## config.mk

```make
export PLATFORM = sky130hd
export DESIGN_NAME = mem_port_arbiter_flat
export DESIGN_NICKNAME = d
export VERILOG_FILES = /design/src/rtl/mem_port_arbiter_if.sv /design/src/rtl/mem_port_arbiter.sv /design/src/flat_wrapper.sv
export SDC_FILE = /design/constraint.sdc
export NUM_CORES = 1
export LEC_CHECK = 0
export CORE_ASPECT_RATIO = 0.75
export CORE_UTILIZATION = 49
export DETAILED_ROUTE_END_ITERATION = 7
export PLACE_DENSITY_LB_ADDON = 0.05
export SETUP_SLACK_MARGIN = 0.5
export SLEW_MARGIN = 5
export SYNTH_ARGS = -nofsm -noshare
export SYNTH_HDL_FRONTEND = slang
export SYNTH_SLANG_ARGS = --single-unit
```

## constraint.sdc

```tcl
create_clock -name clk -period 8.2 [get_ports clk]
set_input_delay 0.82 -clock clk [delete_from_list [all_inputs] [get_ports clk]]
set_output_delay 0.82 -clock clk [all_outputs]
set_load 0.02 [all_outputs]
```

## src/rtl/mem_port_arbiter_if.sv

```systemverilog
// CPU / debug request ports and memory port of mem_port_arbiter, grouped as one bundle.
// slave: the arbiter's view; master: the requester/memory side.
interface mem_port_arbiter_if #(
  parameter int unsigned ADDR_W = 16,
  parameter int unsigned DATA_W = 32
);
  logic              cpu_req;
  logic              cpu_we;
  logic [ADDR_W-1:0] cpu_addr;
  logic [DATA_W-1:0] cpu_wdata;
  logic              cpu_gnt;
  logic              cpu_done;
  logic [DATA_W-1:0] cpu_rdata;

  logic              dbg_req;
  logic [ADDR_W-1:0] dbg_addr;
  logic              dbg_gnt;
  logic              dbg_done;
  logic [DATA_W-1:0] dbg_rdata;

  logic              mem_en;
  logic              mem_ren;
  logic              mem_wen;
  logic [ADDR_W-1:0] mem_addr;
  logic [DATA_W-1:0] mem_din;
  logic [DATA_W-1:0] mem_dout;

  logic              busy;

  modport slave (
    input  cpu_req, cpu_we, cpu_addr, cpu_wdata, dbg_req, dbg_addr, mem_dout,
    output cpu_gnt, cpu_done, cpu_rdata, dbg_gnt, dbg_done, dbg_rdata,
    output mem_en, mem_ren, mem_wen, mem_addr, mem_din, busy
  );

  modport master (
    output cpu_req, cpu_we, cpu_addr, cpu_wdata, dbg_req, dbg_addr, mem_dout,
    input  cpu_gnt, cpu_done, cpu_rdata, dbg_gnt, dbg_done, dbg_rdata,
    input  mem_en, mem_ren, mem_wen, mem_addr, mem_din, busy
  );
endinterface

```

## src/rtl/mem_port_arbiter.sv

```systemverilog
// Two-requester (CPU read/write, debug read-only) arbiter for one memory port, registered outputs.
// Define ARB_ROUND_ROBIN_EN for round-robin on simultaneous requests; otherwise the CPU always wins.
module mem_port_arbiter #(
  parameter int unsigned ADDR_W = 16,
  parameter int unsigned DATA_W = 32,
  parameter int unsigned RD_LAT = 3
) (
  input  logic              clk,
  input  logic              reset,
  mem_port_arbiter_if.slave bus
);

  typedef enum logic [1:0] {StIdle, StAccess, StWait, StResp} state_e;

  // Edges counted from ACCESS entry: data capture edge, then RESP entry edge.
  localparam logic [4:0] LatEdge = 5'(RD_LAT);
  localparam logic [4:0] LatDone = 5'(RD_LAT + 1);

  state_e            state_q, state_d;
  logic [4:0]        cnt_q, cnt_d;
  logic              win_dbg_q, win_dbg_d;
  logic              we_q, we_d;
  logic [DATA_W-1:0] hold_q, hold_d;

  logic              cpu_gnt_q, cpu_gnt_d, dbg_gnt_q, dbg_gnt_d;
  logic              cpu_done_q, cpu_done_d, dbg_done_q, dbg_done_d;
  logic [DATA_W-1:0] cpu_rdata_q, cpu_rdata_d, dbg_rdata_q, dbg_rdata_d;
  logic              mem_en_q, mem_en_d, mem_ren_q, mem_ren_d, mem_wen_q, mem_wen_d;
  logic [ADDR_W-1:0] mem_addr_q, mem_addr_d;
  logic [DATA_W-1:0] mem_din_q, mem_din_d;
  logic              busy_q, busy_d;

  logic              pick_dbg;
  logic              new_we;

`ifdef ARB_ROUND_ROBIN_EN
  logic              last_dbg_q, last_dbg_d;
`endif

  always_comb begin
    state_d     = state_q;
    cnt_d       = cnt_q;
    win_dbg_d   = win_dbg_q;
    we_d        = we_q;
    hold_d      = hold_q;
    cpu_gnt_d   = 1'b0;
    dbg_gnt_d   = 1'b0;
    cpu_done_d  = 1'b0;
    dbg_done_d  = 1'b0;
    cpu_rdata_d = cpu_rdata_q;
    dbg_rdata_d = dbg_rdata_q;
    mem_en_d    = mem_en_q;
    mem_ren_d   = mem_ren_q;
    mem_wen_d   = mem_wen_q;
    mem_addr_d  = mem_addr_q;
    mem_din_d   = mem_din_q;
`ifdef ARB_ROUND_ROBIN_EN
    last_dbg_d  = last_dbg_q;
    pick_dbg    = bus.dbg_req & (~bus.cpu_req | ~last_dbg_q);
`else
    pick_dbg    = bus.dbg_req & ~bus.cpu_req;
`endif
    new_we      = ~pick_dbg & bus.cpu_we;

    unique case (state_q)
      StIdle: begin
        if (bus.cpu_req || bus.dbg_req) begin
          state_d    = StAccess;
          cnt_d      = '0;
          win_dbg_d  = pick_dbg;
          we_d       = new_we;
          cpu_gnt_d  = ~pick_dbg;
          dbg_gnt_d  = pick_dbg;
          mem_en_d   = 1'b1;
          mem_ren_d  = ~new_we;
          mem_wen_d  = new_we;
          mem_addr_d = pick_dbg ? bus.dbg_addr : bus.cpu_addr;
          mem_din_d  = new_we ? bus.cpu_wdata : '0;
`ifdef ARB_ROUND_ROBIN_EN
          last_dbg_d = pick_dbg;
`endif
        end
      end
      StAccess, StWait: begin
        cnt_d = cnt_q + 5'd1;
        if (we_q) begin
          state_d    = StResp;
          mem_en_d   = 1'b0;
          mem_wen_d  = 1'b0;
          cpu_done_d = 1'b1;
        end else begin
          state_d = StWait;
          if (cnt_d == LatEdge) begin
            hold_d    = bus.mem_dout;
            mem_en_d  = 1'b0;
            mem_ren_d = 1'b0;
          end
          if (cnt_d == LatDone) begin
            state_d    = StResp;
            cpu_done_d = ~win_dbg_q;
            dbg_done_d = win_dbg_q;
            if (win_dbg_q) dbg_rdata_d = hold_q;
            else           cpu_rdata_d = hold_q;
          end
        end
      end
      StResp:  state_d = StIdle;
      default: state_d = StIdle;
    endcase

    busy_d = (state_d != StIdle);
  end

  always_ff @(posedge clk or posedge reset) begin
    if (reset) begin
      state_q     <= StIdle;
      cnt_q       <= '0;
      win_dbg_q   <= 1'b0;
      we_q        <= 1'b0;
      hold_q      <= '0;
      cpu_gnt_q   <= 1'b0;
      dbg_gnt_q   <= 1'b0;
      cpu_done_q  <= 1'b0;
      dbg_done_q  <= 1'b0;
      cpu_rdata_q <= '0;
      dbg_rdata_q <= '0;
      mem_en_q    <= 1'b0;
      mem_ren_q   <= 1'b0;
      mem_wen_q   <= 1'b0;
      mem_addr_q  <= '0;
      mem_din_q   <= '0;
      busy_q      <= 1'b0;
`ifdef ARB_ROUND_ROBIN_EN
      last_dbg_q  <= 1'b1;
`endif
    end else begin
      state_q     <= state_d;
      cnt_q       <= cnt_d;
      win_dbg_q   <= win_dbg_d;
      we_q        <= we_d;
      hold_q      <= hold_d;
      cpu_gnt_q   <= cpu_gnt_d;
      dbg_gnt_q   <= dbg_gnt_d;
      cpu_done_q  <= cpu_done_d;
      dbg_done_q  <= dbg_done_d;
      cpu_rdata_q <= cpu_rdata_d;
      dbg_rdata_q <= dbg_rdata_d;
      mem_en_q    <= mem_en_d;
      mem_ren_q   <= mem_ren_d;
      mem_wen_q   <= mem_wen_d;
      mem_addr_q  <= mem_addr_d;
      mem_din_q   <= mem_din_d;
      busy_q      <= busy_d;
`ifdef ARB_ROUND_ROBIN_EN
      last_dbg_q  <= last_dbg_d;
`endif
    end
  end

  assign bus.cpu_gnt   = cpu_gnt_q;
  assign bus.dbg_gnt   = dbg_gnt_q;
  assign bus.cpu_done  = cpu_done_q;
  assign bus.dbg_done  = dbg_done_q;
  assign bus.cpu_rdata = cpu_rdata_q;
  assign bus.dbg_rdata = dbg_rdata_q;
  assign bus.mem_en    = mem_en_q;
  assign bus.mem_ren   = mem_ren_q;
  assign bus.mem_wen   = mem_wen_q;
  assign bus.mem_addr  = mem_addr_q;
  assign bus.mem_din   = mem_din_q;
  assign bus.busy      = busy_q;

endmodule

```

## src/flat_wrapper.sv

```systemverilog
// flat-port wrapper written by rule: the top's interface ports become plain ports
module mem_port_arbiter_flat 
#(
  parameter int unsigned ADDR_W = 16,
  parameter int unsigned DATA_W = 32,
  parameter int unsigned RD_LAT = 3
)
  (clk, reset, bus_cpu_req, bus_cpu_we, bus_cpu_addr, bus_cpu_wdata, bus_dbg_req, bus_dbg_addr, bus_mem_dout, bus_cpu_gnt, bus_cpu_done, bus_cpu_rdata, bus_dbg_gnt, bus_dbg_done, bus_dbg_rdata, bus_mem_en, bus_mem_ren, bus_mem_wen, bus_mem_addr, bus_mem_din, bus_busy);
  mem_port_arbiter_if #(.ADDR_W(ADDR_W), .DATA_W(DATA_W)) bus_i ();
  input  logic clk;
  input  logic reset;
  input wire logic [$bits(bus_i.cpu_req)-1:0] bus_cpu_req;
  input wire logic [$bits(bus_i.cpu_we)-1:0] bus_cpu_we;
  input wire logic [$bits(bus_i.cpu_addr)-1:0] bus_cpu_addr;
  input wire logic [$bits(bus_i.cpu_wdata)-1:0] bus_cpu_wdata;
  input wire logic [$bits(bus_i.dbg_req)-1:0] bus_dbg_req;
  input wire logic [$bits(bus_i.dbg_addr)-1:0] bus_dbg_addr;
  input wire logic [$bits(bus_i.mem_dout)-1:0] bus_mem_dout;
  output wire logic [$bits(bus_i.cpu_gnt)-1:0] bus_cpu_gnt;
  output wire logic [$bits(bus_i.cpu_done)-1:0] bus_cpu_done;
  output wire logic [$bits(bus_i.cpu_rdata)-1:0] bus_cpu_rdata;
  output wire logic [$bits(bus_i.dbg_gnt)-1:0] bus_dbg_gnt;
  output wire logic [$bits(bus_i.dbg_done)-1:0] bus_dbg_done;
  output wire logic [$bits(bus_i.dbg_rdata)-1:0] bus_dbg_rdata;
  output wire logic [$bits(bus_i.mem_en)-1:0] bus_mem_en;
  output wire logic [$bits(bus_i.mem_ren)-1:0] bus_mem_ren;
  output wire logic [$bits(bus_i.mem_wen)-1:0] bus_mem_wen;
  output wire logic [$bits(bus_i.mem_addr)-1:0] bus_mem_addr;
  output wire logic [$bits(bus_i.mem_din)-1:0] bus_mem_din;
  output wire logic [$bits(bus_i.busy)-1:0] bus_busy;
  assign bus_i.cpu_req = bus_cpu_req;
  assign bus_i.cpu_we = bus_cpu_we;
  assign bus_i.cpu_addr = bus_cpu_addr;
  assign bus_i.cpu_wdata = bus_cpu_wdata;
  assign bus_i.dbg_req = bus_dbg_req;
  assign bus_i.dbg_addr = bus_dbg_addr;
  assign bus_i.mem_dout = bus_mem_dout;
  assign bus_cpu_gnt = bus_i.cpu_gnt;
  assign bus_cpu_done = bus_i.cpu_done;
  assign bus_cpu_rdata = bus_i.cpu_rdata;
  assign bus_dbg_gnt = bus_i.dbg_gnt;
  assign bus_dbg_done = bus_i.dbg_done;
  assign bus_dbg_rdata = bus_i.dbg_rdata;
  assign bus_mem_en = bus_i.mem_en;
  assign bus_mem_ren = bus_i.mem_ren;
  assign bus_mem_wen = bus_i.mem_wen;
  assign bus_mem_addr = bus_i.mem_addr;
  assign bus_mem_din = bus_i.mem_din;
  assign bus_busy = bus_i.busy;
  mem_port_arbiter #(.ADDR_W(ADDR_W), .DATA_W(DATA_W), .RD_LAT(RD_LAT)) u_core (.clk(clk), .reset(reset), .bus(bus_i));
endmodule
```

==> impl_metrics.tcl <==
set metrics [dict create \
    synth_fp_nets 541 \
    crit_end "u_core.hold_q[5]" \
    cap_violations 0 \
    p_total_w 0.00363 \
    syn_inst 435 \
    yosysSeqAreaShare 0.623 \
    drt-initial-drc-count 169 \
    finalHoldViolCount 0 \
    met2_length_um 6980 \
    reg2reg_from "u_core.state_q[0]" \
    die_h_um 101 \
    dieWidth_um 135 \
    setup_viol 0 \
    row_count 35 \
    clk_latency_ns 0.42 \
    path_cells "inv_1 > ha_1 > nor2b_1 > or3b_2 > buf_4 > mux2_4" \
    io_buffers 220 \
    clkSlewWorstSetupHoldPaths_ns 0.06 \
    grt_max_degree 110 \
    grt_remaining_overflow 0 \
    num_vias 4302 \
    core_area_um2 12600 \
    worstPathRequired_ns 8.50 \
    gp_congestion 0.794 \
    vias_per_cell 5.19 \
    wl_met1_um 6870 \
    p_leak_nw 4.21 \
    synth_seq_cells 161 \
    n_antenna_cell 0 \
    cp-end-kind "register" \
    nNetsFinal 757 \
    route.detailed.drc 0 \
    path_delay_family "simple AND/OR/NAND/NOR gates" \
    numClockSinks 161 \
    critPathLaunchType "register" \
    slowest_stage "or3b_2" \
    root_buffer "clkbuf_16" \
    finalSetupTns_ns 0 \
    first_pass_iters 4 \
    cts.repair.resized 0 \
    cpPeakStageDelay_ns 0.77 \
    dr_wl_met3_um 999 \
    worstMarginPinSlew_ns 1.27 \
    rsz0062_at_grt "false" \
    initial_core_util 0.515 \
    synth.avg_cell_area_um2 14.9 \
    cts_buffers 17 \
    synth_warnings 0 \
    relSlewSlack 0.151 \
    first_global_vias 4508 \
    hpwl_um 10500 \
    worst_ep_arrival_time_ns 3.13 \
    power_density_nw_per_um2 389 \
    antenna_left 0 \
    ff2ff_setup_slack_ns 5.36 \
    critPathKind "reg2reg" \
    r2r_cells 6 \
    synthToLayoutAreaGrowth_pct 44.2 \
    grt_pass1_wl_um 24000 \
    outcome "complete, no violations" \
    wl_per_cell_um 18.3 \
    clock_tree.buffer_depth 2 \
    hold_class "reg2reg" \
    htree_num_levels 4 \
    synth_cell_types 39 \
    reg2reg_to "u_core.hold_q[5]" \
    cts_setup_buffers 0 \
    num_io_pins 221 \
    timing.final.crit_share 0.346 \
    dieArea_um2 13700 \
    period_needed_ns 2.84 \
    report.final.slew_viol_count 0 \
    crit_path_max_fanout 17 \
    syn-cell-area_um2 6470 \
    peakVddDrop_mv 0.230 \
    cts_tree "done" \
    timing.critical_path.from "u_core.state_q[0]" \
    ctsHoldBuffers 0 \
    skew_ns 0.0115 \
    drive_gt1_frac 0.207 \
    antenna_found_initial 0 \
    grt_use_total 0.235 \
    cp.depth 6 \
    maxUsedRoutingLayer "met4" \
    max_freq_mhz 353 \
    routed_wl_um 15200 \
    crit_buf_inv 2 \
]
-- cells by family after synthesis --
| group | synth area share |
|---|---|
| AO/OA/AOI/OAI | 0.0809 |
| flip-flops | 0.623 |
| XOR/XNOR | 0.00271 |
| multiplexers | 0.209 |
| buffers and inverters | 0.0340 |
| AND/OR/NAND/NOR | 0.0404 |
| adder cells (fa/ha/maj) | 0.00967 |
-- worst min-delay path by stage --
stage | cells after the start | to | from | slack [ns]
after CTS | 1 | u_core.bus.cpu_rdata[25] | u_core.bus.cpu_rdata[25] | 0.49
after global routing | 1 | u_core.bus.mem_din[6] | u_core.bus.mem_din[6] | 0.51
after global placement | 2 | u_core.bus.mem_addr[3] | u_core.bus.mem_addr[3] | 0.46
final | 2 | u_core.bus.mem_addr[5] | u_core.bus.mem_addr[5] | 0.48
after floorplan | 1 | u_core.bus.cpu_rdata[0] | u_core.hold_q[0] | 0.48
after detailed placement | 2 | u_core.bus.mem_addr[0] | u_core.bus.mem_addr[0] | 0.47
-- registers in the layout, summed over array words and instances, names as in the netlist, 2 cells and up --
signal	flops
u_core.bus.cpu_rdata	32
u_core.bus.dbg_rdata	32
u_core.bus.mem_addr	16
u_core.bus.mem_din	32
u_core.cnt_q	5
u_core.hold_q	32
u_core.state_q	2
-- cells in the final DEF, fill, tap and decap left out, types with 2 or more instances in the layout --
cell type,Yosys,final
inv_6,0,5
mux2_2,64,64
inv_1,7,6
nand2_1,24,24
dfrtp_1,161,161
clkinvlp_4,0,5
nor2_1,2,2
buf_4,3,4
nand3_1,2,2
and2_1,2,2
o21ai_0,25,24
nor2b_1,4,3
mux2_1,2,2
a21oi_1,2,2
mux2_4,30,30
or2_2,1,2
o31ai_1,3,3
xor2_1,2,2
nand2b_1,4,4
a21o_1,3,3
clkbuf_16,0,17
bufinv_16,0,2
mux2i_1,16,16
clkdlybuf4s50_1,0,220
nand4_1,2,2
a22o_1,33,33
ha_1,5,5
-- where the power goes --
group / leakage (nW) / switching [W] / internal (W)
registers: 2.03 / 0.000223 / 0.00113
logic: 1.91 / 0.000688 / 0.000787
clock network: 0.274 / 0.000334 / 0.000461
total: 4.21 / 0.00125 / 0.00238
-- worst reg2reg max path: stages, from the launching register on --
cell and delay, ns:
dfrtp_1 0.37, inv_1 0.06, ha_1 0.51, nor2b_1 0.31
or3b_2 0.77, buf_4 0.36, mux2_4 0.34
-- cell usage after synthesis --
cell | n | share of area
a211oi_1 | 1 | 0.0012
a21o_1 | 3 | 0.0035
a21oi_1 | 2 | 0.0015
a22o_1 | 33 | 0.045
a22oi_1 | 1 | 0.0012
a2bb2oi_2 | 1 | 0.0023
and2_1 | 2 | 0.0019
and3_1 | 1 | 0.00097
buf_12 | 3 | 0.0093
buf_2 | 2 | 0.0015
buf_4 | 3 | 0.0035
buf_6 | 4 | 0.0070
clkbuf_1 | 15 | 0.0087
dfrtp_1 | 161 | 0.62
ha_1 | 5 | 0.0097
inv_1 | 7 | 0.0041
mux2_1 | 2 | 0.0035
mux2_2 | 64 | 0.11
mux2_4 | 30 | 0.070
mux2i_1 | 16 | 0.025
nand2_1 | 24 | 0.014
nand2b_1 | 4 | 0.0039
nand3_1 | 2 | 0.0015
nand3b_1 | 1 | 0.0012
nand4_1 | 2 | 0.0019
nand4b_1 | 1 | 0.0014
nor2_1 | 2 | 0.0012
nor2b_1 | 4 | 0.0039
nor3_1 | 1 | 0.00077
nor4b_4 | 1 | 0.0037
o211ai_1 | 1 | 0.0012
o21a_1 | 1 | 0.0012
o21ai_0 | 25 | 0.019
o311ai_0 | 1 | 0.0014
o31ai_1 | 3 | 0.0035
or2_1 | 2 | 0.0019
or2_2 | 1 | 0.00097
or3b_1 | 1 | 0.0014
xor2_1 | 2 | 0.0027
-- final cells by class --
class | instances | area, um^2
Timing Repair Buffer | 224 | 2230
Inverter | 7 | 31.3
Sequential cell | 161 | 4030
Tap cell | 166 | 208
Clock inverter | 13 | 153
Multi-Input combinational cell | 240 | 2230
Fill cell | 782 | 3240
Clock buffer | 18 | 439
-- layer usage --
| layer | up-vias | GRT usage |
|---|---|---|
| li1 | 1984 | - |
| met1 | 2132 | 0.318 |
| met2 | 164 | 0.356 |
| met3 | 22 | 0.0676 |
| met4 | 0 | 0.104 |
| met5 | - | 0 |
-- per-stage QoR --
stage	setup WS, ns	utilization	area, um^2	hold slack, ns	instances
CTS	5.35	0.742	9320	0.491	829
detailed placement	5.36	0.695	8730	0.474	798
global route	5.22	0.742	9320	0.514	829
finish	5.36	0.742	9320	0.485	829
floorplan	3.03	-	6470	0.483	435
global placement	5.41	0.695	8730	0.462	798
No activity file was read; power rests on OpenSTA's default activity.
==> RTL change 1 (config.mk and constraints unchanged) <==
`ADDR_W` is set to 16 in 3 places; all go to 17.
--- a/src/rtl/mem_port_arbiter_if.sv
+++ b/src/rtl/mem_port_arbiter_if.sv
@@ -1,7 +1,7 @@
 // CPU / debug request ports and memory port of mem_port_arbiter, grouped as one bundle.
 // slave: the arbiter's view; master: the requester/memory side.
 interface mem_port_arbiter_if #(
-  parameter int unsigned ADDR_W = 16,
+  parameter int unsigned ADDR_W = 17,
   parameter int unsigned DATA_W = 32
 );
   logic              cpu_req;
--- a/src/rtl/mem_port_arbiter.sv
+++ b/src/rtl/mem_port_arbiter.sv
@@ -1,7 +1,7 @@
 // Two-requester (CPU read/write, debug read-only) arbiter for one memory port, registered outputs.
 // Define ARB_ROUND_ROBIN_EN for round-robin on simultaneous requests; otherwise the CPU always wins.
 module mem_port_arbiter #(
-  parameter int unsigned ADDR_W = 16,
+  parameter int unsigned ADDR_W = 17,
   parameter int unsigned DATA_W = 32,
   parameter int unsigned RD_LAT = 3
 ) (
--- a/src/flat_wrapper.sv
+++ b/src/flat_wrapper.sv
@@ -1,7 +1,7 @@
 // flat-port wrapper written by rule: the top's interface ports become plain ports
 module mem_port_arbiter_flat 
 #(
-  parameter int unsigned ADDR_W = 16,
+  parameter int unsigned ADDR_W = 17,
   parameter int unsigned DATA_W = 32,
   parameter int unsigned RD_LAT = 3
 )
Interface: changed (resized bus_cpu_addr, bus_dbg_addr and bus_mem_addr); port bits go from 221 to 224. No check against the original RTL was run, so the function may have changed too.
==> RTL change 1 against the unedited design <==
Sequential share of layout area down 0.20 points; total power up 1.0%; global-route usage down 0.84 points; synthesized cell count up 1.4%; sequential cell count up 1; non-clock buffer count up 2; via count about the same; critical path depth unchanged; synthesized area up 0.50%; routed wire length down 2.0%; highest routed layer unchanged; setup slack better by 0.045 ns; the flow now finishes with violations (DRC); design area up 1.1%; critical endpoint is now u_core.bus.cpu_rdata[22]$_DFFE_PP0P_.
==> RTL change 1: results <==
[run_status]
status = complete, but fails checks
violations = DRC

[synth]
synth_cell_type_count = 44
ys_top_cells_by_count = dfrtp_1 (162), mux2_2 (55), a22o_1 (32)
yosysSeqAreaShare_pct = 62.4
synth_mux_area_share_pct = 21.1
synth_adder_area_share_pct = 0.962
syn_nets = 549
synth_xor_area_share_pct = 0.520
netlist_top_cells_area = dfrtp_1 (62%), mux2_2 (9.5%), mux2_4 (6.9%)
synth_compound_area_share_pct = 8.24

[final_layout]
multi_input_area_share_pct = 24.3
buffers = 226
ff_latch_area_mm2 = 0.00405
nonClkBufAreaFrac_pct = 23.9
drive_gt1_share_pct = 18.8
multi_input_cells = 243
fin_nets = 767
clk_share_pct = 6.13
fillCellCount = 853
clock_buffers = 27
nonClockInverterCount = 9
n_sequential_cell = 162

[placed_design]
place_hpwl_mm = 10.3
dpl_worst_slack_ns = 5.23
postPlaceCellArea_mm2 = 0.00885
io_buffers = 223

[worst_setup_path]
timing.rr.end = u_core.bus.cpu_rdata[22]$_DFFE_PP0P_
rrSetupSlack_ns = 5.41
r2r_cells = 6
critical_path_arrival_ns = 3.09
critPathMaxFanout = 32
critical-path-max-stage-delay_ns = 0.82
cp_slowest_cell = nor2_4
reg2reg_from = u_core.state_q[0]$_DFF_PP0_

[global_routing]
grt_pass1_vias = 4311
grt.total_usage_pct = 22.7
grt_pass1_wl_mm = 23.0
grt_start_max_net_pins = 92

[drt]
drt_wl_total_mm = 14.9
vias_per_cell = 5.11
drcViolationCount = 1
drt_iter0_markers = 183

[power_and_ir_drop]
power.leakage_nw = 4.37

[worst_hold_path]
hp-start = u_core.bus.mem_addr[6]$_DFFE_PP0P_
min_to = u_core.bus.mem_addr[6]$_DFFE_PP0P_

[clock_tree]
cts_buffers = 17
cts-root-buf = clkbuf_16

[floorplan]
die_w_um = 135

[sta]
finClkSkew_ns = 0.00557
hold_ws_ns = 0.481
[RTL change 1: power breakdown]
part           total, mW  internal, mW  switching (mW)
combinational       1.54         0.812           0.725
sequential          1.37          1.15           0.221
clock              0.759         0.471           0.287
[RTL change 1: logic make-up after synthesis]
| logic type | count (synthesis) |
|---|---|
| mux | 114 |
| simple gates | 48 |
| xor+xnor | 3 |
| buf+inv | 36 |
| flops | 162 |
| compound gates | 73 |
| fa+ha+maj | 5 |
[RTL change 1: stage by stage]
stage	util, %	cells
3_3_place_gp	68.2	811
2_1_floorplan	-	441
5_1_grt	72.7	842
3_5_place_dp	68.2	811
4_1_cts	72.7	842
6_report	72.7	842
[RTL change 1: worst max path at each step]
stage | start | depth (start not counted) | to | slack (ns)
6_report | u_core.state_q[0]$_DFF_PP0_ | 6 | u_core.bus.cpu_rdata[22]$_DFFE_PP0P_ | 5.41
5_1_grt | u_core.state_q[0]$_DFF_PP0_ | 6 | u_core.bus.cpu_rdata[17]$_DFFE_PP0P_ | 5.18
4_1_cts | u_core.state_q[0]$_DFF_PP0_ | 6 | u_core.bus.cpu_rdata[18]$_DFFE_PP0P_ | 5.40
3_5_place_dp | bus_dbg_req | 4 | u_core.bus.mem_addr[7]$_DFFE_PP0P_ | 5.23
3_3_place_gp | bus_dbg_req | 4 | u_core.bus.mem_addr[12]$_DFFE_PP0P_ | 5.34
2_1_floorplan | reset | 1 | u_core.bus.busy$_DFF_PP0_ | 3.00
[RTL change 1: routing by layer]
metal,track usage (%),vias to the layer above,part of all wire (%)
li1,-,2003,-
met1,30.2,2132,45
met2,34.8,158,47
met3,7.61,13,7.5
met4,8.12,0,1.2
met5,0,-,0
==> RTL change 2 (same flow settings) <==
Without the edit above. Make the reset (`reset`) synchronous in one clocked block.
--- a/src/rtl/mem_port_arbiter.sv
+++ b/src/rtl/mem_port_arbiter.sv
@@ -111,7 +111,7 @@
     busy_d = (state_d != StIdle);
   end
 
-  always_ff @(posedge clk or posedge reset) begin
+  always_ff @(posedge clk) begin
     if (reset) begin
       state_q     <= StIdle;
       cnt_q       <= '0;
Function: differs if reset is asserted again (counterexample within 4 cycles, from zero or initial values and one cycle with reset high); with reset held inactive, the same outputs for 4 cycles.
==> RTL change 2 against the unedited design <==
Setup slack better by 0.00089 ns; synthesized area down 0.12%; routed wire length up 18%; design area down 2.0%; synthesized cell count grew 65%; sequential cell count is the same; die area decreased by 0.12%; worst hold slack got worse by 0.0079 ns; critical path type unchanged; critical endpoint is now u_core.bus.dbg_rdata[22]$_SDFFE_PP0P_; largest cell class unchanged.
Power is not compared: it rests on default switching activity, and its combinational part moved more than twofold at a synthesized area within 25%.
==> RTL change 2: results <==
[drt]
drt-met1-wl_mm = 7.89
routed-wl-met3_mm = 1.23
avgRoutedWirePerCell_um = 16.7
dr.pass1.iters = 5
vias_per_cell = 5.69
drt_iter0_markers = 444
dr_wl_met2_mm = 8.53

[worst_setup_path]
cp_slowest_cell = a31oi_4
critPathMaxFanout = 61
rrSetupSlack_ns = 5.37
worstSetupEndpoint = u_core.bus.dbg_rdata[22]$_SDFFE_PP0P_
startpoint = u_core.cnt_q[0]$_SDFFE_PP0P_
critical-path-max-stage-delay_ns = 0.73

[synth]
synth_area_per_cell_um2 = 9.02
ys_top_cells_by_count = dfxtp_1 (161), o21ai_0 (89), a21oi_1 (88)
yosysSeqAreaShare_pct = 49.9
synth-main-ff-cell = dfxtp_1

[placed_design]
dpl_worst_slack_ns = 5.29
place.gp.congestion = 0.823

[global_routing]
grt_pass1_vias = 5616
grt_pass1_wl_mm = 27.9

[worst_hold_path]
hp-start = u_core.hold_q[27]$_SDFFE_PP0P_
min_to = u_core.bus.dbg_rdata[27]$_SDFFE_PP0P_

[sta]
finClkSkew_ns = 0.0112
hold_ws_ns = 0.477

[run_status]
status = completed
[RTL change 2: logic make-up (layout without fill, tap and decap cells)]
logic type	Yosys count	after routing	synth area share, %
buffers and inverters	82	266	6.10
adder cells (fa/ha/maj)	5	5	0.968
multiplexers	17	17	2.63
flip-flops	161	161	49.9
AO/OA/AOI/OAI	267	267	24.8
XOR/XNOR	3	3	0.523
AND/OR/NAND/NOR	181	181	15.1
[RTL change 2: area by class of cell]
| type | count | area (um^2) | share of cell area (%) |
|---|---|---|---|
| tap | 166 | 208 | 2.27 |
| clock buffer | 22 | 474 | 5.19 |
| timing repair buffer | 229 | 2270 | 24.8 |
| sequential | 161 | 3220 | 35.3 |
| multi-input combinational | 473 | 2860 | 31.3 |
| clock inverter | 9 | 82.6 | 0.904 |
| inverter | 6 | 22.5 | 0.246 |
[RTL change 2: tightest hold or removal path: cells and delay by family (launching register included)]
kind               cells  cell delay, ns
AOI/OAI and AO/OA      1            0.04
DFF                    1            0.33
and+or+nand+nor        1            0.07
